File: config.mk
export PLATFORM = sky130hd
export DESIGN_NAME = mem_stage_resp_flat
export DESIGN_NICKNAME = d
export VERILOG_FILES = /design/src/rtl/mem_stage_resp_pkg.sv /design/src/rtl/mem_stage_resp_if.sv /design/src/rtl/mem_stage_resp_ms_load_align.sv /design/src/rtl/mem_stage_resp.sv /design/src/flat_wrapper.sv
export SDC_FILE = /design/constraint.sdc
export NUM_CORES = 1
export LEC_CHECK = 0
export ABC_AREA = 1
export CORE_MARGIN = 2
export CORE_UTILIZATION = 46
export DETAILED_ROUTE_END_ITERATION = 8
export PLACE_DENSITY = 0.86
export SLEW_MARGIN = 10
export SYNTH_ARGS = -nofsm -noshare
export SYNTH_HDL_FRONTEND = slang
export SYNTH_SLANG_ARGS = --single-unit
File: constraint.sdc
create_clock -name clk -period 2.7 [get_ports clk]
set_input_delay 0.405 -clock clk [delete_from_list [all_inputs] [get_ports clk]]
set_output_delay 0.405 -clock clk [all_outputs]
set_load 0.01 [all_outputs]
File: src/rtl/mem_stage_resp_pkg.sv
// Shared definitions for the MEM response stage: load-op bit indices, exception bits, default widths.
package mem_stage_resp_pkg;

    localparam int EXC_W_DEF     = 7;
    localparam int RF_AW_DEF     = 5;
    localparam int MAX_OUTST_DEF = 2;

    // Bit positions inside the one-hot es_ld_op vector {ld_w,ld_h,ld_hu,ld_b,ld_bu}
    localparam int LD_W  = 4;
    localparam int LD_H  = 3;
    localparam int LD_HU = 2;
    localparam int LD_B  = 1;
    localparam int LD_BU = 0;

    // Exception vector bit positions carried EX->MEM->WB
    localparam int EXC_INT  = 0;
    localparam int EXC_ADEF = 1;
    localparam int EXC_SYS  = 2;
    localparam int EXC_BRK  = 3;
    localparam int EXC_INE  = 4;
    localparam int EXC_ALE  = 5;
    localparam int EXC_ERTN = 6;

    function automatic logic is_load(input logic [4:0] ld_op);
        return |ld_op;
    endfunction

endpackage

File: src/rtl/mem_stage_resp_if.sv
// EX->MEM handshake and instruction payload bundle; EX side is master, MEM side is slave.
interface mem_stage_resp_if
    import mem_stage_resp_pkg::*;
#(
    parameter int EXC_W = EXC_W_DEF,
    parameter int RF_AW = RF_AW_DEF
) ();
    logic             es_to_ms_valid;
    logic             ms_allowin;
    logic [31:0]      es_pc;
    logic             es_res_from_mem;
    logic             es_rf_we;
    logic [RF_AW-1:0] es_rf_waddr;
    logic [31:0]      es_alu_result;
    logic [4:0]       es_ld_op;
    logic             es_mem_req;
    logic [EXC_W-1:0] es_except;
    logic             es_req_pending;

    modport master (
        output es_to_ms_valid, es_pc, es_res_from_mem, es_rf_we, es_rf_waddr,
               es_alu_result, es_ld_op, es_mem_req, es_except, es_req_pending,
        input  ms_allowin
    );

    modport slave (
        input  es_to_ms_valid, es_pc, es_res_from_mem, es_rf_we, es_rf_waddr,
               es_alu_result, es_ld_op, es_mem_req, es_except, es_req_pending,
        output ms_allowin
    );
endinterface

File: src/rtl/mem_stage_resp_ms_load_align.sv
// Combinational load alignment: selects word/half/byte by address low bits and sign/zero extends.
module ms_load_align
    import mem_stage_resp_pkg::*;
(
    input  logic [4:0]  ld_op,
    input  logic [1:0]  addr_lo,
    input  logic [31:0] rdata,
    output logic [31:0] result
);
    logic [7:0]  lanes [4];
    logic [7:0]  byte_sel;
    logic [15:0] half_sel;

    generate
        for (genvar gi = 0; gi < 4; gi++) begin : g_lane
            assign lanes[gi] = rdata[8*gi +: 8];
        end
    endgenerate

    assign byte_sel = lanes[addr_lo];
    assign half_sel = addr_lo[1] ? rdata[31:16] : rdata[15:0];

    always_comb begin
        result = rdata;
        if (ld_op[LD_H]) begin
            result = {{16{half_sel[15]}}, half_sel};
        end else if (ld_op[LD_HU]) begin
            result = {16'h0000, half_sel};
        end else if (ld_op[LD_B]) begin
            result = {{24{byte_sel[7]}}, byte_sel};
        end else if (ld_op[LD_BU]) begin
            result = {24'h000000, byte_sel};
        end
    end
endmodule

File: src/rtl/mem_stage_resp.sv
// MEM stage for a split-transaction data SRAM: waits for data_ok, buffers it under WB stall, drops stale
// responses after a flush. Optional MS_PERF_CNT_EN adds wait-cycle and dropped-response counters.
module mem_stage_resp
    import mem_stage_resp_pkg::*;
#(
    parameter int EXC_W     = EXC_W_DEF,
    parameter int RF_AW     = RF_AW_DEF,
    parameter int MAX_OUTST = MAX_OUTST_DEF
) (
    input  logic                 clk,
    input  logic                 resetn,
    mem_stage_resp_if.slave      es_bus,
    input  logic                 data_sram_data_ok,
    input  logic [31:0]          data_sram_rdata,
    input  logic                 ws_allowin,
    input  logic                 ms_flush,
    output logic                 ms_to_ws_valid,
    output logic [31:0]          ms_pc,
    output logic                 ms_rf_we,
    output logic [RF_AW-1:0]     ms_rf_waddr,
    output logic [31:0]          ms_rf_wdata,
    output logic [EXC_W-1:0]     ms_except,
    output logic                 ms_ld_busy
`ifdef MS_PERF_CNT_EN
    ,
    output logic [31:0]          perf_wait_cyc,
    output logic [15:0]          perf_drop_cnt
`endif
);
    localparam int DW = $clog2(MAX_OUTST + 1);
    localparam int CW = DW + 1;

    logic             ms_valid_reg;
    logic [31:0]      ms_pc_reg;
    logic             ms_res_from_mem_reg;
    logic             ms_rf_we_reg;
    logic [RF_AW-1:0] ms_rf_waddr_reg;
    logic [31:0]      ms_alu_result_reg;
    logic [4:0]       ms_ld_op_reg;
    logic             ms_mem_req_reg;
    logic [EXC_W-1:0] ms_except_reg;
    logic             got_resp_reg;
    logic             rbuf_valid_reg;
    logic [31:0]      rbuf_reg;
    logic [DW-1:0]    discard_cnt_reg;

    logic          need_resp;
    logic          discard_idle;
    logic          resp_taken;
    logic          resp_drop;
    logic          ms_ready_go;
    logic          ms_allowin_int;
    logic          advance;
    logic          capture;
    logic [CW-1:0] disc_add;
    logic [CW-1:0] disc_sum;
    logic [DW-1:0] discard_cnt_next;
    logic [31:0]   load_data;
    logic [31:0]   load_result;

    assign need_resp      = ms_valid_reg & ms_mem_req_reg & ~got_resp_reg;
    assign discard_idle   = (discard_cnt_reg == '0);
    assign resp_taken     = data_sram_data_ok & discard_idle & need_resp;
    assign resp_drop      = data_sram_data_ok & ~discard_idle;
    assign ms_ready_go    = ~need_resp | (data_sram_data_ok & discard_idle);
    assign ms_allowin_int = ~ms_valid_reg | (ms_ready_go & ws_allowin);
    assign ms_to_ws_valid = ms_valid_reg & ms_ready_go & ~ms_flush;
    assign advance        = ms_to_ws_valid & ws_allowin;
    assign capture        = es_bus.es_to_ms_valid & ms_allowin_int;

    assign es_bus.ms_allowin = ms_allowin_int;

    // A response parked in rbuf takes precedence over whatever the bus carries now
    assign load_data = rbuf_valid_reg ? rbuf_reg : data_sram_rdata;

    ms_load_align u_load_align (
        .ld_op   (ms_ld_op_reg),
        .addr_lo (ms_alu_result_reg[1:0]),
        .rdata   (load_data),
        .result  (load_result)
    );

    // Flush hands off every response still owed (ours if not taken now, plus EX's) to the discard counter
    always_comb begin
        disc_add = CW'(ms_flush & need_resp & ~resp_taken) + CW'(ms_flush & es_bus.es_req_pending);
        disc_sum = CW'(discard_cnt_reg) + disc_add - CW'(resp_drop);
        discard_cnt_next = (disc_sum > CW'(MAX_OUTST)) ? DW'(MAX_OUTST) : disc_sum[DW-1:0];
    end

    always_ff @(posedge clk) begin
        if (!resetn) begin
            ms_valid_reg        <= 1'b0;
            ms_pc_reg           <= '0;
            ms_res_from_mem_reg <= 1'b0;
            ms_rf_we_reg        <= 1'b0;
            ms_rf_waddr_reg     <= '0;
            ms_alu_result_reg   <= '0;
            ms_ld_op_reg        <= '0;
            ms_mem_req_reg      <= 1'b0;
            ms_except_reg       <= '0;
            got_resp_reg        <= 1'b0;
            rbuf_valid_reg      <= 1'b0;
            rbuf_reg            <= '0;
            discard_cnt_reg     <= '0;
        end else begin
            if (ms_flush) begin
                ms_valid_reg <= 1'b0;
            end else if (ms_allowin_int) begin
                ms_valid_reg <= es_bus.es_to_ms_valid;
            end
            if (capture) begin
                ms_pc_reg           <= es_bus.es_pc;
                ms_res_from_mem_reg <= es_bus.es_res_from_mem;
                ms_rf_we_reg        <= es_bus.es_rf_we;
                ms_rf_waddr_reg     <= es_bus.es_rf_waddr;
                ms_alu_result_reg   <= es_bus.es_alu_result;
                ms_ld_op_reg        <= es_bus.es_ld_op;
                ms_mem_req_reg      <= es_bus.es_mem_req;
                ms_except_reg       <= es_bus.es_except;
            end
            if (ms_flush || advance) begin
                got_resp_reg   <= 1'b0;
                rbuf_valid_reg <= 1'b0;
            end else if (resp_taken) begin
                got_resp_reg   <= 1'b1;
                rbuf_valid_reg <= ms_res_from_mem_reg;
            end
            if (resp_taken) begin
                rbuf_reg <= data_sram_rdata;
            end
            discard_cnt_reg <= discard_cnt_next;
        end
    end

    assign ms_pc       = ms_pc_reg;
    assign ms_rf_we    = ms_valid_reg & ms_rf_we_reg;
    assign ms_rf_waddr = ms_rf_waddr_reg;
    assign ms_rf_wdata = ms_res_from_mem_reg ? load_result : ms_alu_result_reg;
    assign ms_except   = ms_except_reg;
    assign ms_ld_busy  = ms_valid_reg & ms_res_from_mem_reg & ~ms_ready_go;

`ifdef MS_PERF_CNT_EN
    logic [31:0] perf_wait_cyc_reg;
    logic [15:0] perf_drop_cnt_reg;

    always_ff @(posedge clk) begin
        if (!resetn) begin
            perf_wait_cyc_reg <= '0;
            perf_drop_cnt_reg <= '0;
        end else begin
            if (need_resp) begin
                perf_wait_cyc_reg <= perf_wait_cyc_reg + 32'd1;
            end
            if (resp_drop) begin
                perf_drop_cnt_reg <= perf_drop_cnt_reg + 16'd1;
            end
        end
    end

    assign perf_wait_cyc = perf_wait_cyc_reg;
    assign perf_drop_cnt = perf_drop_cnt_reg;
`endif

    a_discard_no_overflow: assert property (@(posedge clk) disable iff (!resetn)
        !(disc_sum > CW'(MAX_OUTST)));

    a_no_orphan_data_ok: assert property (@(posedge clk) disable iff (!resetn)
        !(data_sram_data_ok && discard_idle && !need_resp));

endmodule

File: src/flat_wrapper.sv
// flat-port wrapper written by rule: the top's interface ports become plain ports
module mem_stage_resp_flat import mem_stage_resp_pkg::*;
#(
    parameter int EXC_W     = EXC_W_DEF,
    parameter int RF_AW     = RF_AW_DEF,
    parameter int MAX_OUTST = MAX_OUTST_DEF
)
  (clk, resetn, data_sram_data_ok, data_sram_rdata, ws_allowin, ms_flush, ms_to_ws_valid, ms_pc, ms_rf_we, ms_rf_waddr, ms_rf_wdata, ms_except, ms_ld_busy, es_bus_es_to_ms_valid, es_bus_es_pc, es_bus_es_res_from_mem, es_bus_es_rf_we, es_bus_es_rf_waddr, es_bus_es_alu_result, es_bus_es_ld_op, es_bus_es_mem_req, es_bus_es_except, es_bus_es_req_pending, es_bus_ms_allowin);
  mem_stage_resp_if #(.EXC_W(EXC_W), .RF_AW(RF_AW)) es_bus_i ();
  input  logic clk;
  input  logic resetn;
  input  logic data_sram_data_ok;
  input  logic [31:0] data_sram_rdata;
  input  logic ws_allowin;
  input  logic ms_flush;
  output logic ms_to_ws_valid;
  output logic [31:0] ms_pc;
  output logic ms_rf_we;
  output logic [RF_AW-1:0] ms_rf_waddr;
  output logic [31:0] ms_rf_wdata;
  output logic [EXC_W-1:0] ms_except;
  output logic ms_ld_busy;
  input wire logic [$bits(es_bus_i.es_to_ms_valid)-1:0] es_bus_es_to_ms_valid;
  input wire logic [$bits(es_bus_i.es_pc)-1:0] es_bus_es_pc;
  input wire logic [$bits(es_bus_i.es_res_from_mem)-1:0] es_bus_es_res_from_mem;
  input wire logic [$bits(es_bus_i.es_rf_we)-1:0] es_bus_es_rf_we;
  input wire logic [$bits(es_bus_i.es_rf_waddr)-1:0] es_bus_es_rf_waddr;
  input wire logic [$bits(es_bus_i.es_alu_result)-1:0] es_bus_es_alu_result;
  input wire logic [$bits(es_bus_i.es_ld_op)-1:0] es_bus_es_ld_op;
  input wire logic [$bits(es_bus_i.es_mem_req)-1:0] es_bus_es_mem_req;
  input wire logic [$bits(es_bus_i.es_except)-1:0] es_bus_es_except;
  input wire logic [$bits(es_bus_i.es_req_pending)-1:0] es_bus_es_req_pending;
  output wire logic [$bits(es_bus_i.ms_allowin)-1:0] es_bus_ms_allowin;
  assign es_bus_i.es_to_ms_valid = es_bus_es_to_ms_valid;
  assign es_bus_i.es_pc = es_bus_es_pc;
  assign es_bus_i.es_res_from_mem = es_bus_es_res_from_mem;
  assign es_bus_i.es_rf_we = es_bus_es_rf_we;
  assign es_bus_i.es_rf_waddr = es_bus_es_rf_waddr;
  assign es_bus_i.es_alu_result = es_bus_es_alu_result;
  assign es_bus_i.es_ld_op = es_bus_es_ld_op;
  assign es_bus_i.es_mem_req = es_bus_es_mem_req;
  assign es_bus_i.es_except = es_bus_es_except;
  assign es_bus_i.es_req_pending = es_bus_es_req_pending;
  assign es_bus_ms_allowin = es_bus_i.ms_allowin;
  mem_stage_resp #(.EXC_W(EXC_W), .RF_AW(RF_AW), .MAX_OUTST(MAX_OUTST)) u_core (.clk(clk), .resetn(resetn), .es_bus(es_bus_i), .data_sram_data_ok(data_sram_data_ok), .data_sram_rdata(data_sram_rdata), .ws_allowin(ws_allowin), .ms_flush(ms_flush), .ms_to_ws_valid(ms_to_ws_valid), .ms_pc(ms_pc), .ms_rf_we(ms_rf_we), .ms_rf_waddr(ms_rf_waddr), .ms_rf_wdata(ms_rf_wdata), .ms_except(ms_except), .ms_ld_busy(ms_ld_busy));
endmodule
==> results of run 1 <==
timing repair:
action,4_1_cts,5_1_grt
endpoints found under the setup margin,32,29
pin swaps,5,3
setup buffers,0,4
gates cloned,0,0
gates resized for setup,38,40
worst register-to-register path, stage by stage (launching register included):
cell and delay [ns]:
dfxtp_1 0.33, o21a_1 0.19, ha_1 0.27, inv_1 0.05
fa_1 0.45, fa_1 0.42, xnor2_1 0.14, nor2_1 0.16
and3_1 0.17
power by group through the flow:
stage / sequential [mW] / combinational, mW / clock, mW
floorplan: 2.01 / 0.567 / 0
global placement: 1.99 / 1.11 / 0
detailed placement: 1.99 / 1.13 / 0
CTS: 1.96 / 1.15 / 2.04
global route: 1.97 / 1.27 / 2.12
finish: 1.96 / 1.15 / 2.02
cell families (layout without fill, tap and decap cells):
family          count (synthesis)  count (layout)  synth area share
simple gates                  443             443             0.312
buf+inv                        93             300            0.0870
xor+xnor                        1               1           0.00150
mux                             6               6            0.0103
fa+ha+maj                       3               3           0.00900
flops                         120             120             0.411
compound gates                194             194             0.169
final timing paths:
kind,cells past startpoint,from,slack (ns),to
max,7,u_core.rbuf_valid_reg,0.007,ms_rf_wdata[1]
min,3,data_sram_rdata[31],0.32,u_core.rbuf_reg[31]
max reg2reg,8,u_core.discard_cnt_reg[0],0.47,u_core.discard_cnt_reg[0]
min reg2reg,2,u_core.rbuf_reg[30],0.45,u_core.rbuf_reg[30]
through the flow:
stage / setup WS (ns) / power [mW] / util
floorplan: 0.630 / 2.57 / -
global placement: -0.0252 / 3.09 / 0.637
detailed placement: -0.0264 / 3.12 / 0.637
CTS: -0.0528 / 5.15 / 0.684
global route: -0.0885 / 5.36 / 0.694
finish: 0.00655 / 5.13 / 0.694
per-layer routing:
| metal | routed length (um) | up-vias | global-route usage |
|---|---|---|---|
| met1 | 6730 | 2789 | 0.283 |
| met3 | 1650 | 52 | 0.0908 |
| met5 | 11 | - | 0 |
| li1 | - | 3139 | - |
| met4 | 721 | 2 | 0.144 |
| met2 | 8650 | 276 | 0.435 |
synth_stat cells, types with 3 or more instances:
cell type	count
nand2_2	4
mux2i_1	6
buf_6	8
a21oi_1	37
buf_12	5
o21ai_1	47
dfxtp_1	120
nand3_1	24
nor2_1	261
or2_2	22
nand2_1	121
nor2_4	3
o21ai_0	106
buf_2	11
clkbuf_1	28
inv_1	36
inv_2	3
final cells by class:
cell class	count	area, um2	area share
clock buffers	27	513	0.0590
clock inverters	3	15.0	0.00173
inverters	40	158	0.0181
multi-input cells	647	3000	0.345
flip-flops and latches	120	2410	0.277
well taps	172	215	0.0248
repair buffers	230	2380	0.274
==> flow_metrics.env, run 1 <==
export IMPL_relSlewSlack=0.472
export IMPL_final_common_cell="nor2_1"
export IMPL_fin_crit_ns=2.69
export IMPL_netlist_instances=860
export IMPL_clock_skew_ns=0.00476
export IMPL_initial_utilization=0.467
export IMPL_antenna_cells=0
export IMPL_ir_drop_uv=421
export IMPL_hp_class="input pin to register"
export IMPL_worst_slew_pin_slew_ns=0.790
export IMPL_dpl_instance_area_um2=7970
export IMPL_antenna_left=0
export IMPL_synth_top_area_frac=0.411
export IMPL_antenna_found_initial=1
export IMPL_drive_gt1_frac=0.104
export IMPL_whs_ns=0.322
export IMPL_power_density_nw_per_um2=591
export IMPL_io_pins=203
export IMPL_maxSlewViolCount=0
export IMPL_synthDistinctLibCells=32
export IMPL_h_tree_depth=4
export IMPL_seq_power_share=0.382
export IMPL_fin_crit_sh=0.998
export IMPL_clock_power_share=0.394
export IMPL_yosysWarnings=0
export IMPL_leakagePower_nw=4.09
export IMPL_crit_family="buffers and inverters"
export IMPL_critPathCaptureType="primary output"
export IMPL_drtPass1Iterations=5
export IMPL_hpwl_mm=12.6
export IMPL_area_growth_pct=48.7
export IMPL_cp_num_buf_inv=2
export IMPL_fillers=1037
export IMPL_finalSetupViolCount=0
export IMPL_avgSynthCellArea_um2=6.79
export IMPL_final_cell_mix="261 x nor2_1, 169 x clkdlybuf4s50_1, 118 x dfxtp_1"
export IMPL_netlist_top_cells_area="dfxtp_1 41%, nor2_1 17%, o21ai_0 9.1%"
export IMPL_root_buffer="clkbuf_16"
export IMPL_grt_max_degree=48
export IMPL_ys_ff_latch=120
export IMPL_cts_sink_count=120
export IMPL_die_h_um=117
export IMPL_cp_cell_sequence="buf_6 > or2_2 > o21ai_2 > o21ai_0 > a21oi_1 > nor2_1 > clkdlybuf4s50_1"
export IMPL_final_area_um2=8690
export IMPL_grt_pass1_wl_mm=27.0
export IMPL_fin_nets=1182
export IMPL_crit_slowest_cell="clkdlybuf4s50_1"
export IMPL_yosysTopAreaCell="dfxtp_1"
export IMPL_max_freq_mhz=371
export IMPL_critPathArrivalTime_ns=2.29
export IMPL_synth_nets=986
export IMPL_critPathKind="register to primary output"
export IMPL_status="completed"
export IMPL_vias=6258
export IMPL_drt_iter0_markers=378
export IMPL_fin_setup_tns_ns=0
export IMPL_core_area_um2=12500
export IMPL_wire_per_inst_um=14.3
export IMPL_grt_pass1_vias=5671
export IMPL_yosys_most_used_dff="dfxtp_1"
export IMPL_clk_pin_slew_worst_paths_ns=0.05
export IMPL_max_stage_delay_ns=0.47
export IMPL_cp_required_ns=2.30
export IMPL_ctsHoldBuffers=0
export IMPL_p_sw_frac=0.270
export IMPL_hold_viol=0
export IMPL_totalWireLength_mm=17.8
export IMPL_dp_cells=1205
export IMPL_syn_cell_area_um2=5840
export IMPL_cts_tree="built"
export IMPL_ys_seq_area_frac=0.411
export IMPL_p_sw_mw=1.38
export IMPL_synthArstFlopShare=0
export IMPL_die_area_um2=13600
export IMPL_die_width_um=117
export IMPL_grt_overflow=0
export IMPL_crit_path_max_fanout=13
export IMPL_cts_buffers=17
export IMPL_fin_cells=1239
export IMPL_viasPerCell=5.05
export IMPL_numPortBuffers=201
export IMPL_startpoint_type="register"
export IMPL_synth_edff_count=0
export IMPL_clock_latency_ns=0.42
export IMPL_drc=0
export IMPL_cap_violations=0
export IMPL_rsz0062_at_grt="yes"
export IMPL_rows=41
export IMPL_routabilityCongestion=0.901
export IMPL_p_int_mw=3.75
export IMPL_cts_buffer_depth=2
export IMPL_track_usage=0.258
export IMPL_combPwrFrac=0.224
No activity file was read; power rests on OpenSTA's default activity.
==> run 2, diff against run 1 <==
- HOLD_SLACK_MARGIN: unset -> 0.1
- SETUP_SLACK_MARGIN: unset -> 0.15
==> flow_metrics.env, run 2 (same netlist as run 1, synthesis figures left out) <==
export IMPL_status="completed"
export IMPL_die_h_um=117
export IMPL_drtPass1Iterations=5
export IMPL_totalWireLength_mm=17.8
export IMPL_fin_crit_sh=0.932
export IMPL_io_pins=203
export IMPL_critPathKind="register to primary output"
export IMPL_antenna_found_initial=1
export IMPL_hold_viol=0
export IMPL_max_freq_mhz=397
export IMPL_finalSetupViolCount=0
export IMPL_track_usage=0.262
export IMPL_final_cell_mix="260 x nor2_1, 168 x clkdlybuf4s50_1, 119 x dfxtp_1"
export IMPL_cts_buffers=17
export IMPL_reg2reg_depth=8
export IMPL_initial_utilization=0.467
export IMPL_cp_required_ns=2.30
export IMPL_vias=6285
export IMPL_final_common_cell="nor2_1"
export IMPL_cts_buffer_depth=2
export IMPL_clock_skew_ns=0.00508
export IMPL_grt_max_degree=48
export IMPL_critPathCaptureType="primary output"
export IMPL_clk_pin_slew_worst_paths_ns=0.05
export IMPL_rows=41
export IMPL_root_buffer="clkbuf_16"
export IMPL_drive_gt1_frac=0.107
export IMPL_cap_violations=0
export IMPL_drt_iter0_markers=373
export IMPL_r2r_start="u_core.discard_cnt_reg[0]"
export IMPL_whs_ns=0.452
export IMPL_numPortBuffers=201
export IMPL_wire_per_inst_um=14.4
export IMPL_hold_start="u_core.rbuf_reg[30]"
export IMPL_rsz0062_at_grt="yes"
export IMPL_relSlewSlack=0.474
export IMPL_h_tree_depth=4
export IMPL_cts_tree="built"
export IMPL_clock_latency_ns=0.42
export IMPL_final_core_util=0.689
export IMPL_crit_start="u_core.rbuf_valid_reg"
export IMPL_ctsHoldBuffers=0
export IMPL_fillers=1054
export IMPL_grt_overflow=0
export IMPL_ir_drop_uv=416
export IMPL_fin_crit_ns=2.52
export IMPL_fin_nets=1184
export IMPL_critPathArrivalTime_ns=2.11
export IMPL_antenna_cells=0
export IMPL_die_area_um2=13600
export IMPL_die_width_um=117
export IMPL_maxSlewViolCount=0
export IMPL_drc=0
export IMPL_antenna_left=0
export IMPL_crit_path_max_fanout=8
export IMPL_worst_slew_pin_slew_ns=0.788
export IMPL_grt_pass1_vias=5743
export IMPL_routabilityCongestion=0.901
export IMPL_hp_class="register to register"
export IMPL_place_worst_setup_slack_ns=-0.0264
export IMPL_area_growth_pct=47.7
export IMPL_power_density_nw_per_um2=591
export IMPL_viasPerCell=5.06
export IMPL_core_area_um2=12500
export IMPL_leakagePower_nw=3.82
export IMPL_cts_sink_count=120
export IMPL_finalWorstSetupSlack_ns=0.184
export IMPL_hpwl_mm=12.6
export IMPL_startpoint_type="register"
export IMPL_grt_pass1_wl_mm=27.4
export IMPL_hold_path_depth=2
[run 2: changes by cell type in the layout (fill, tap and decap cells not counted), sizes merged]
cell | previous run | this run
clkbuf | 27 | 28
buf | 30 | 31
clkdlybuf4s15 | 0 | 6
dlymetal6s2s | 28 | 0
dlygate4sd2 | 3 | 26
clkdlybuf4s50 | 169 | 168
[run 2: repair_timing]
item	CTS	global route
gates resized for setup	77	11
pin swaps	7	2
setup endpoints to repair	32	12
cloned	0	1
buffers inserted	5	0
[run 2: cell type report]
| type | count | area [um2] | share of cell area |
|---|---|---|---|
| Clock buffer | 27 | 513 | 0.0595 |
| Clock inverter | 3 | 15.0 | 0.00174 |
| Inverter | 40 | 158 | 0.0183 |
| Multi-Input combinational cell | 647 | 3000 | 0.348 |
| Sequential cell | 120 | 2410 | 0.279 |
| Tap cell | 172 | 215 | 0.0249 |
| Timing Repair Buffer | 232 | 2320 | 0.269 |
[run 2: path summary, 6_finish.rpt]
check | to | slack [ns]
hold reg to reg | u_core.rbuf_reg[30] | 0.45
setup / recovery | ms_rf_wdata[5] | 0.18
setup reg to reg | u_core.discard_cnt_reg[0] | 0.47
hold / removal | u_core.rbuf_reg[30] | 0.45
[run 2: critical path, cell delays in order (launching register included)]
cell	delay, ns
dfxtp_4	0.45
inv_8	0.05
buf_4	0.16
nand2_1	0.06
nand2_1	0.12
o21ai_2	0.21
nand2_1	0.10
a21oi_2	0.19
nor2_1	0.06
dlygate4sd2_1	0.28
[run 2: power by group]
| part | switching, mW | internal, mW | leakage [nW] | total [mW] |
|---|---|---|---|---|
| combinational | 0.565 | 0.558 | 2.56 | 1.12 |
| sequential | 0.0687 | 1.89 | 0.990 | 1.96 |
| clock | 0.742 | 1.28 | 0.263 | 2.02 |
[run 2: metrics by stage]
stage / instances / setup TNS [ns] / cell area, um2 / power [mW]
final: 1241 / 0 / 8630 / 5.10
after CTS: 1240 / 0 / 8580 / 5.12
after floorplan: 860 / 0 / 5840 / 2.57
after global placement: 1205 / -0.130 / 7970 / 3.09
after global routing: 1241 / 0 / 8630 / 5.33
after detailed placement: 1205 / -0.0968 / 7970 / 3.12
[run 2: routing by layer]
| layer | track usage | routed length [um] | share of wire |
|---|---|---|---|
| met1 | 0.285 | 6820 | 0.38 |
| met2 | 0.440 | 8640 | 0.48 |
| met3 | 0.0934 | 1620 | 0.091 |
| met4 | 0.152 | 759 | 0.043 |
| met5 | 0 | 11 | 0.00062 |
